[config.mk]
export PLATFORM = sky130hd
export DESIGN_NAME = i2c_bit_engine
export DESIGN_NICKNAME = d
export VERILOG_FILES = /design/src/rtl/i2c_bit_engine.sv
export SDC_FILE = /design/constraint.sdc
export NUM_CORES = 1
export LEC_CHECK = 0
export ABC_AREA = 1
export BUFFER_PORTS_ARGS = -buffer_cell sky130_fd_sc_hd__clkbuf_2
export CAP_MARGIN = 0
export CELL_PAD_IN_SITES_DETAIL_PLACEMENT = 1
export CELL_PAD_IN_SITES_GLOBAL_PLACEMENT = 2
export CORE_ASPECT_RATIO = 1.25
export CORE_MARGIN = 2
export CORE_UTILIZATION = 23
export CTS_CLUSTER_SIZE = 40
export DETAILED_ROUTE_END_ITERATION = 12
export PLACE_DENSITY = 0.58
export SLEW_MARGIN = 20
export SYNTH_ARGS = -nofsm -noshare
export SYNTH_HDL_FRONTEND = slang
export SYNTH_SLANG_ARGS = --single-unit
[constraint.sdc]
create_clock -name clk -period 2.9 [get_ports clk]
set_clock_uncertainty 0.15 [all_clocks]
set_input_delay 0.58 -clock clk [delete_from_list [all_inputs] [get_ports clk]]
set_output_delay 0.58 -clock clk [all_outputs]
set_load 0.01 [all_outputs]
[src/rtl/i2c_bit_engine.sv]
// I2C master bit engine: shifts address/data bytes on SDA, samples read
// bytes, generates START/STOP line conditions and returns the handshake
// flags (counter, st_ena, stop_done) to the control FSM.
module i2c_bit_engine #(
    parameter int unsigned STOP_HOLD = 4
) (
    input  logic       clk,
    input  logic       rst_n,
    input  logic [3:0] state,
    input  logic       scl_n,
    input  logic       scl_p,
    input  logic       sda_in,
    input  logic [6:0] addr_in,
    input  logic       rw_in,
    input  logic [4:0] n_byte,
    input  logic [7:0] tx_data,
    output logic       sda_oe,
    output logic       counter,
    output logic       st_ena,
    output logic       stop_done,
    output logic       tx_req,
    output logic [7:0] rx_data,
    output logic       rx_valid,
    output logic       nack
);

    typedef enum logic [3:0] {
        IDOL       = 4'd0,
        START      = 4'd1,
        ADDRESS    = 4'd2,
        READ_ACK   = 4'd3,
        WRITE      = 4'd4,
        READ       = 4'd5,
        READ_ACK_1 = 4'd6,
        WRITE_ACK  = 4'd7,
        STOP       = 4'd8
    } state_e;

    localparam logic [8:0] HOLD_N = 9'(STOP_HOLD);

    logic [3:0] state_q;
    logic [2:0] bit_cnt_q, bit_cnt_d;
    logic [4:0] byte_cnt_q, byte_cnt_d;
    logic [7:0] shift_q, shift_d;
    logic [7:0] hold_q, hold_d;
    logic       armed_q, armed_d;
    logic       st_ena_q, st_ena_d;
    logic       stop_done_q, stop_done_d;
    logic       nack_q, nack_d;
    logic       sda_oe_q, sda_oe_d;
    logic       tx_req_q, tx_req_d;
    logic       rx_valid_q, rx_valid_d;
    logic [7:0] rx_data_q, rx_data_d;

    logic entry, in_byte, p_only;

    // A state is "entered" on the first clk the FSM reports it; scl_n beats scl_p.
    assign entry   = (state != state_q);
    assign in_byte = (state == ADDRESS) || (state == WRITE) || (state == READ);
    assign p_only  = scl_p & ~scl_n;

    assign counter   = in_byte && (bit_cnt_q == 3'd7);
    assign sda_oe    = sda_oe_q;
    assign st_ena    = st_ena_q;
    assign stop_done = stop_done_q;
    assign tx_req    = tx_req_q;
    assign rx_valid  = rx_valid_q;
    assign rx_data   = rx_data_q;
    assign nack      = nack_q;

    // Next-state for all per-state datapath registers; entry actions win over strobes.
    always_comb begin
        bit_cnt_d   = bit_cnt_q;
        byte_cnt_d  = byte_cnt_q;
        shift_d     = shift_q;
        hold_d      = hold_q;
        nack_d      = nack_q;
        st_ena_d    = (state == START) ? st_ena_q : 1'b0;
        stop_done_d = (state == STOP) ? stop_done_q : 1'b0;
        armed_d     = (state == STOP) ? armed_q : 1'b0;
        sda_oe_d    = 1'b0;
        tx_req_d    = 1'b0;
        rx_valid_d  = 1'b0;
        rx_data_d   = rx_data_q;

        if (!in_byte || entry)
            bit_cnt_d = 3'd0;
        else if (scl_n)
            bit_cnt_d = bit_cnt_q + 3'd1;

        case (state)
            START: begin
                if (entry) begin
                    st_ena_d   = 1'b0;
                    byte_cnt_d = 5'd0;
                    nack_d     = 1'b0;
                end else if (p_only) begin
                    st_ena_d = 1'b1;
                end
                sda_oe_d = st_ena_d;
            end
            ADDRESS, WRITE: begin
                if (entry) begin
                    shift_d  = (state == ADDRESS) ? {addr_in, rw_in} : tx_data;
                    tx_req_d = (state == WRITE);
                end else if (scl_n && bit_cnt_q != 3'd7) begin
                    shift_d = {shift_q[6:0], 1'b0};
                end
                sda_oe_d = ~shift_d[7];
            end
            READ: begin
                if (!entry && p_only)
                    shift_d = {shift_q[6:0], sda_in};
            end
            WRITE_ACK: begin
                if (entry) begin
                    rx_data_d  = shift_q;
                    rx_valid_d = 1'b1;
                    byte_cnt_d = (byte_cnt_q == 5'd31) ? 5'd31 : byte_cnt_q + 5'd1;
                end
                sda_oe_d = (byte_cnt_d != n_byte);
            end
            READ_ACK, READ_ACK_1: begin
                if (p_only && sda_in)
                    nack_d = 1'b1;
            end
            STOP: begin
                if (entry) begin
                    armed_d     = 1'b0;
                    hold_d      = 8'd0;
                    stop_done_d = 1'b0;
                end else if (p_only && !armed_q) begin
                    armed_d = 1'b1;
                    hold_d  = 8'd0;
                end else if (armed_q && !stop_done_q) begin
                    hold_d = hold_q + 8'd1;
                    if ({1'b0, hold_q} + 9'd1 == HOLD_N)
                        stop_done_d = 1'b1;
                end
                sda_oe_d = ~stop_done_d;
            end
            default: ;
        endcase
    end

    // Register bank with asynchronous clear.
    always_ff @(posedge clk or negedge rst_n) begin
        if (!rst_n) begin
            state_q     <= 4'd0;
            bit_cnt_q   <= 3'd0;
            byte_cnt_q  <= 5'd0;
            shift_q     <= 8'd0;
            hold_q      <= 8'd0;
            armed_q     <= 1'b0;
            st_ena_q    <= 1'b0;
            stop_done_q <= 1'b0;
            nack_q      <= 1'b0;
            sda_oe_q    <= 1'b0;
            tx_req_q    <= 1'b0;
            rx_valid_q  <= 1'b0;
            rx_data_q   <= 8'd0;
        end else begin
            state_q     <= state;
            bit_cnt_q   <= bit_cnt_d;
            byte_cnt_q  <= byte_cnt_d;
            shift_q     <= shift_d;
            hold_q      <= hold_d;
            armed_q     <= armed_d;
            st_ena_q    <= st_ena_d;
            stop_done_q <= stop_done_d;
            nack_q      <= nack_d;
            sda_oe_q    <= sda_oe_d;
            tx_req_q    <= tx_req_d;
            rx_valid_q  <= rx_valid_d;
            rx_data_q   <= rx_data_d;
        end
    end

endmodule

=== Word level (Yosys, flattened, before mapping) ===
Index checks and enable logic that the tools add are counted.

* $add $sub $neg: 4
* Eq/ne operators: 18
* Muxes and demuxes: 39
* Bitwise gates (word level): 4
* Reductions and logical operators: 26

{| class="wikitable"
|+ Operators with widths
! operator !! count
|-
| $mux 8 || 8
|-
| $mux 1 || 21
|-
| $mux 5 || 4
|-
| $eq 4x3->1 const B || 4
|-
| $pmux 8 s2 || 1
|-
| $pmux 5 s2 || 1
|-
| $add 8x1->9 const B || 1
|-
| $eq 9x3->1 const B || 1
|-
| $add 8x1->8 const B || 1
|-
| $eq 4x2->1 const B || 2
|-
| $reduce_and 2->1 || 4
|-
| $reduce_bool 2->1 || 4
|-
| $logic_and 1x1->1 || 6
|-
| $mux 3 || 2
|-
| $ne 3x3->1 const B || 2
|-
| $reduce_and 3->1 || 2
|-
| $add 5x1->5 const B || 1
|-
| $eq 5x5->1 const B || 1
|-
| $ne 5x5->1 || 1
|-
| $eq 4x1->1 const B || 1
|-
| $eq 4x4->1 const B || 1
|-
| $logic_not 1->1 || 4
|-
| $ne 2x2->1 const B || 2
|-
| $ne 4x4->1 || 1
|-
| 10 further kinds || 15
|}

* Register bits: 43
* Input port bits: 30
* Output and inout bits: 15
* Logic and storage cells: 105

=== Logic depth before layout (Yosys ltp) ===
Gate-level depths: netlist of run 1.

* Depth in word-level cells: 9
* Depth in mapped cells: 13
* Gate-level depth less buffers: 13

=== Least setup slack after synthesis of run 1 ===
Ideal clock, no wire load.

* Path type: input to output
* Start: input port state[2]
* End: output port counter
* Arrival: 1.240 ns
* Required time: 2.170 ns
* Path slack: 0.930 ns
* Cell stages on the path: 7
* Buffers on the path: 1
* Cell sequence: inv_2 nor2_2 nand3_1 clkbuf_1 nand2_1 nand2_1 inv_1

* Cells in the longest elaborated chain, start to end: 4
* Elaborated cells between the ends (all ways): 6
* Those cells by class: eq/ne (3); reduce/logical (3)

{| class="wikitable"
|+ RTL lines
! element !! RTL line !! text
|-
| start: declaration || 9 || <nowiki>input logic [3:0] state,</nowiki>
|-
| $eq 4x2->1 or $eq 4x3->1 (tied branches) || 59 || <nowiki>assign in_byte = (state == ADDRESS) || (state == WRITE) || (state == READ);</nowiki>
|-
| $logic_or 1x1->1 || 59 ||
|-
| $logic_or 1x1->1 (*) || 59 ||
|-
| $logic_and 1x1->1 (*) || 62 || <nowiki>assign counter = in_byte && (bit_cnt_q == 3'd7);</nowiki>
|-
| end: declaration || 18 || <nowiki>output logic counter,</nowiki>
|}

Mark *: on every way between the ends. The rest lies on a longest branch, timed or not.

=== Worst setup path in the final report of run 1 ===
* Start: input port state[1]
* End: output port counter

The elaborated chain is that of the path after synthesis.

==> flow_metrics.tcl, run 1 <==
set metrics [dict create \
    syn_area_per_cell_sq_um 7.90 \
    wl_per_cell_um 13.9 \
    fillers 1299 \
    vdd_ir_drop_max_mv 0.318 \
    cts_sinks 43 \
    cts_max_level 2 \
    startpoint_type "primary input" \
    fin_ws_ps 479 \
    start_util_pct 23.5 \
    drc 0 \
    post_cts_buffers 0 \
    ant_nets 0 \
    cp-end-kind "primary output" \
    die_area_sq_mm 0.0116 \
    finalSetupViolations 0 \
    drv_cap 0 \
    vias 2194 \
    power_leakage_nw 1.52 \
    io_buffer_count 44 \
    yosys.cell_types.count 35 \
    pin_count 45 \
    synth_top_area_share_pct 43.5 \
    dp_hpwl_um 5420 \
    synthCells 313 \
    post_dp_cell_area_sq_mm 0.00287 \
    first_global_vias 2354 \
    yosys.area_share.simple_pct 28.9 \
    status "complete, no violations" \
    cts_max_path_buffers 2 \
    drtIter0Drc 74 \
    synth.most_common_cell "nand2_1" \
    synth_enable_flop_cells 0 \
    multi_input_comb_area_sq_mm 0.00119 \
    min_period_over_period_pct 83.5 \
    p_per_area_mw_per_mm2 596 \
    path_clk_slew_ps 60 \
    totalPowerFinal_mw 1.81 \
    grt_pass1_wl_um 11600 \
    slew_violations 0 \
    drt_pass1_iterations 4 \
    regToRegEndpoint "shift_q[0]" \
    antenna_found_initial 0 \
    totalWireLength_um 6880 \
    synthXorXnorAreaFrac_pct 2.13 \
    hold_class "primary input to async pin" \
    ys_seq_elements 43 \
    critical_path_arrival_ps 1690 \
    synthAdderAreaFrac_pct 2.02 \
    crit_fanout 9 \
    n_antenna_cell 0 \
    area_growth_pct 23.0 \
    die_w_um 96.7 \
    slew-limit-headroom_pct 60.8 \
    synth_compound_area_share_pct 12.0 \
    clock.fmax_mhz 413 \
    reg2reg_slack_ps 860 \
    synth_mux_area_share_pct 3.19 \
    layout.area.seq_sq_mm 0.00108 \
    cts.repair.resized 0 \
    yosys.area.top_type "dfrtp_1" \
    cts_hold_buf 0 \
    synth_top_flop_cell "dfrtp_1" \
    gp_congestion 0.726 \
    hold_violations 0 \
    grt.total_usage_pct 12.4 \
    grt_max_degree 24 \
    rows 42 \
    synth_top_family_by_area "simple AND/OR/NAND/NOR gates" \
    cts_tree "yes" \
    dp_worst_setup_slack_ps 417 \
    required_ps 2170 \
    worstMarginPinSlew_ps 588 \
    hold_slack_ps 133 \
    worst-setup-path-type "primary input to primary output" \
    cts_buffers 5 \
    fin_nets 397 \
    synth_fp_nets 347 \
    via_per_inst 4.42 \
    yosysWarningCount 0 \
    tns_ps 0 \
    seq_area_frac_synth_pct 43.5 \
    insertion_delay_ps 290 \
    synthArstFlopShare_pct 100 \
    coreArea_sq_mm 0.0105 \
    ys_top_cells_by_count "nand2_1, dfrtp_1, inv_1" \
    grt_overflow_total 0 \
    die_height_um 120 \
    post-route-min-period_ps 2420 \
    synth_area_leaders "dfrtp_1, nand2_1, nand3_1" \
    r2r_start "bit_cnt_q[0]" \
    rsz0062_at_grt "false" \
    reg2reg_depth 8 \
    cts-root-buf "clkbuf_16" \
    final_cell_area_sq_mm 0.00304 \
    synth.cell_area_sq_mm 0.00247 \
    post_route_cells_drive_above_1_share_pct 24.5 \
]
==> worst max-delay path by stage <==
stage / slack, ps / from / end
CTS: 420 / state[1] / counter
global route: 330 / state[1] / counter
global placement: 430 / state[1] / counter
finish: 480 / state[1] / counter
detailed placement: 420 / state[1] / counter
floorplan: 930 / state[2] / counter
==> placed cells by master (no fill, tap or decap), drive strengths merged, types with 3 or more instances in the layout <==
cell type	n
nand3	31
nand2	87
a21oi	9
o21ai	28
inv	46
ha	4
nor3	4
mux2	7
nand3b	3
dfrtp	43
clkbuf	50
xor2	4
o22ai	7
nor2	25
buf	3
==> critical path: stages <==
cell	delay, ps
clkbuf_2	150
inv_2	70
nor2_2	140
nand2_2	190
nand2_1	160
inv_2	80
nand2_1	90
nand2_1	70
inv_1	50
clkbuf_2	120
==> registers in the layout (all words and copies together), names as in the netlist, 3 cells and up <==
register    flops
state_q         4
rx_data         8
bit_cnt_q       3
byte_cnt_q      5
shift_q         8
hold_q          8
==> kinds of logic after synthesis <==
family	after synthesis
mux	7
fa+ha+maj	4
xor+xnor	6
flops	43
compound gates	49
simple gates	154
buf+inv	50
==> final cells by class <==
class	count	share of cell area, %
Tap cell	132	5.43
Inverter	46	5.84
Multi-Input combinational cell	220	39.2
Clock buffer	6	4.57
Timing Repair Buffer	47	8.39
Sequential cell	43	35.4
Clock inverter	2	1.15
==> through the flow <==
stage,instances,utilization [%]
2_1_floorplan,313,-
3_3_place_gp,488,27.3
3_5_place_dp,488,27.3
4_1_cts,496,28.9
5_1_grt,496,28.9
6_report,496,28.9
==> power by group <==
part / switching (mW) / internal [mW] / total [mW]
Clock: 0.241 / 0.429 / 0.670
Combinational: 0.248 / 0.151 / 0.399
Sequential: 0.0555 / 0.688 / 0.743
==> layer usage <==
layer / track usage [%] / up-vias / share of wire, %
met2: 22.4 / 34 / 51
met5: 0 / - / 0
met4: 3.70 / 0 / 1.3
met1: 14.6 / 1036 / 44
li1: - / 1115 / -
met3: 2.97 / 9 / 3.9
No activity file was read; power rests on OpenSTA's default activity.
==> inputs of run 2 (changes only) <==
Settings changed: ABC_AREA 1 to 0, PLACE_DENSITY 0.58 to 0.56.
Clock period 2.9 ns to 2.2 ns, I/O delays scaled along.
==> run 2 against run 1 <==
Compared with the run above:
- the flow now finishes with violations (setup timing)
- routed wire length increased by 3.1%
- global-route usage grew 0.31 points
- power rose by 33%
- flip-flop and latch count did not move
- critical path depth down 3
- largest power group unchanged
- highest routed layer unchanged
==> flow_metrics.tcl, run 2 <==
set metrics [dict create \
    status "complete, but fails checks" \
    violations "setup timing" \
    clock.fmax_mhz 406 \
    final_cell_area_sq_mm 0.00346 \
    antenna_found_initial 0 \
    first_global_vias 2311 \
    fillers 1231 \
    finalSetupViolations 8 \
    ys_seq_elements 43 \
    ys_top_cells_by_count "dfrtp_1, nand2_1, o21ai_0" \
    cts_max_level 2 \
    post_route_cells_drive_above_1_share_pct 40.5 \
    synth.most_common_cell "dfrtp_1" \
    worstMarginPinSlew_ps 554 \
    cts_tree "yes" \
    via_per_inst 4.67 \
    min_period_over_period_pct 112 \
    die_area_sq_mm 0.0117 \
    io_buffer_count 44 \
    synth_top_area_share_pct 43.0 \
    hold_class "primary input to register" \
    area_growth_pct 38.2 \
    critical_path_arrival_ps 2470 \
    grt.total_usage_pct 12.8 \
    die_height_um 121 \
    p_per_area_mw_per_mm2 698 \
    p_sw_mw 0.708 \
    synth_area_leaders "dfrtp_1, mux2_2, mux2i_1" \
    grt_pass1_wl_um 11900 \
    pin_count 45 \
    totalWireLength_um 7090 \
    rows 42 \
    fin_nets 364 \
    hold_violations 0 \
    cts-root-buf "clkbuf_16" \
    wl_per_cell_um 15.3 \
    final_common_cell "dfrtp_1" \
    startpoint_type "register" \
    power_leakage_nw 1.54 \
    totalPowerFinal_mw 2.41 \
    path_clk_slew_ps 60 \
    required_ps 2210 \
    final_cell_mix "dfrtp_1, clkbuf_2, buf_4, nand2_1, nor2_1" \
    comb_power_share_pct 27.6 \
    post-route-util_pct 32.6 \
    coreArea_sq_mm 0.0106 \
    cp_cell_sequence "ha_2 -> and4_1 -> or3_1 -> a21oi_2 -> o32ai_1 -> or4_4 -> a2111o_1" \
    post-route-min-period_ps 2460 \
    switching_share_pct 29.3 \
    crit_fanout 2 \
    hold_slack_ps 327 \
    yosys.area.top_type "dfrtp_1" \
    slew-limit-headroom_pct 63.0 \
    multi_input_comb_area_sq_mm 0.00142 \
    start_util_pct 23.6 \
    synth_top_flop_cell "dfrtp_1" \
    yosysWarningCount 0 \
    vias 2163 \
    drtIter0Drc 20 \
    cts_max_path_buffers 2 \
    hold_start "sda_in" \
    yosys.cell_types.count 49 \
    min_path_cells 3 \
    p_seq_share_pct 41.9 \
    intPower_mw 1.71 \
    r2r_start "byte_cnt_q[1]" \
    syn_area_per_cell_sq_um 10.4 \
    clockPowerShare_pct 30.5 \
    reg2reg_depth 7 \
    reg2reg_slack_ps -260 \
    post_dp_cell_area_sq_mm 0.00312 \
    seq_area_frac_synth_pct 43.0 \
    cts_buffers 5 \
    cts_sinks 43 \
    drv_cap 0 \
    synthArstFlopShare_pct 100 \
    tns_ps -719 \
    vdd_ir_drop_max_mv 0.328 \
    grt_overflow_total 0 \
    grt_max_degree 27 \
    holdPathEnd "nack" \
    rsz0062_at_grt "true" \
    dp_hpwl_um 5310 \
    synth.cell_area_sq_mm 0.00250 \
    ant_nets 0 \
    slew_violations 0 \
    drt_pass1_iterations 4 \
    fin_ws_ps -264 \
    synth_enable_flop_cells 0 \
    regToRegEndpoint "sda_oe" \
    layout.area.seq_sq_mm 0.00108 \
    slowest_stage "or4_4" \
    die_w_um 97.3 \
    gp_congestion 0.738 \
    synthCells 240 \
    synth_fp_nets 274 \
    cp-end-kind "register" \
    cpPeakStageDelay_ps 430 \
    insertion_delay_ps 290 \
    worst-setup-path-type "register to register" \
    n_antenna_cell 0 \
    drc 0 \
]
run 2: changes by cell type in the layout (fill, tap and decap cells not counted), moves of 8 or more:
cell / previous run / this run
buf_4: 2 / 40
mux2i_1: 0 / 14
nand3_1: 30 / 5
inv_2: 8 / 0
nand2_1: 80 / 26
o21ai_1: 20 / 5
inv_1: 37 / 6
run 2: how the worst max path moves through the flow:
stage	start	end	slack (ps)	depth (start not counted)
global placement	state[3]	sda_oe	-370	7
floorplan	state[3]	sda_oe	-270	8
CTS	byte_cnt_q[0]	sda_oe	-260	7
global route	state_q[1]	sda_oe	-350	7
detailed placement	state[0]	sda_oe	-430	7
finish	byte_cnt_q[1]	sda_oe	-260	7
run 2: routing by layer:
metal / vias to the layer above / GRT usage (%) / part of all wire, %
li1: 1048 / - / -
met1: 1072 / 16.2 / 44
met2: 39 / 21.7 / 51
met3: 4 / 2.37 / 3.6
met4: 0 / 4.69 / 1.2
met5: - / 0 / 0
run 2: final cells by class:
type                       count  area share [%]
timing repair buffer          93            18.2
sequential                    43            31.1
clock buffer                   6            3.73
tap                          132            4.78
inverter                       6           0.651
multi-input combinational    181            41.2
clock inverter                 2           0.362
run 2: critical path, delay by kind of cell, from the launching register on:
| family | cells | cell delay [ps] |
|---|---|---|
| simple gates | 3 | 960 |
| compound gates | 3 | 650 |
| flops | 1 | 380 |
| fa+ha+maj | 1 | 200 |
run 2: repair_timing:
item,in CTS,in global routing
resized for setup,8,24
cloned,0,0
pin swaps,4,5
hold buffers,1,0
endpoints found under the setup margin,18,13
setup buffers,7,3
hold endpoints to repair,17,0
run 2: cells by family after synthesis:
| kind of cell | synth area share [%] |
|---|---|
| AND/OR/NAND/NOR | 16.8 |
| AO/OA/AOI/OAI | 14.0 |
| flip-flops | 43.0 |
| multiplexers | 12.3 |
| buffers and inverters | 3.95 |
| XOR/XNOR | 7.90 |
| adder cells (fa/ha/maj) | 2.00 |
run 2: stage by stage:
step | setup slack, ps | instances
2_1_floorplan | -273 | 240
3_3_place_gp | -372 | 444
3_5_place_dp | -431 | 444
4_1_cts | -257 | 460
5_1_grt | -352 | 463
6_report | -264 | 463
run 2: power by group through the flow:
stage	sequential [mW]	combinational, mW	clock, mW
2_1_floorplan	1.04	0.304	0
3_3_place_gp	1.03	0.587	0
3_5_place_dp	1.03	0.592	0
4_1_cts	1.01	0.632	0.765
5_1_grt	1.04	0.735	0.796
6_report	1.01	0.667	0.736
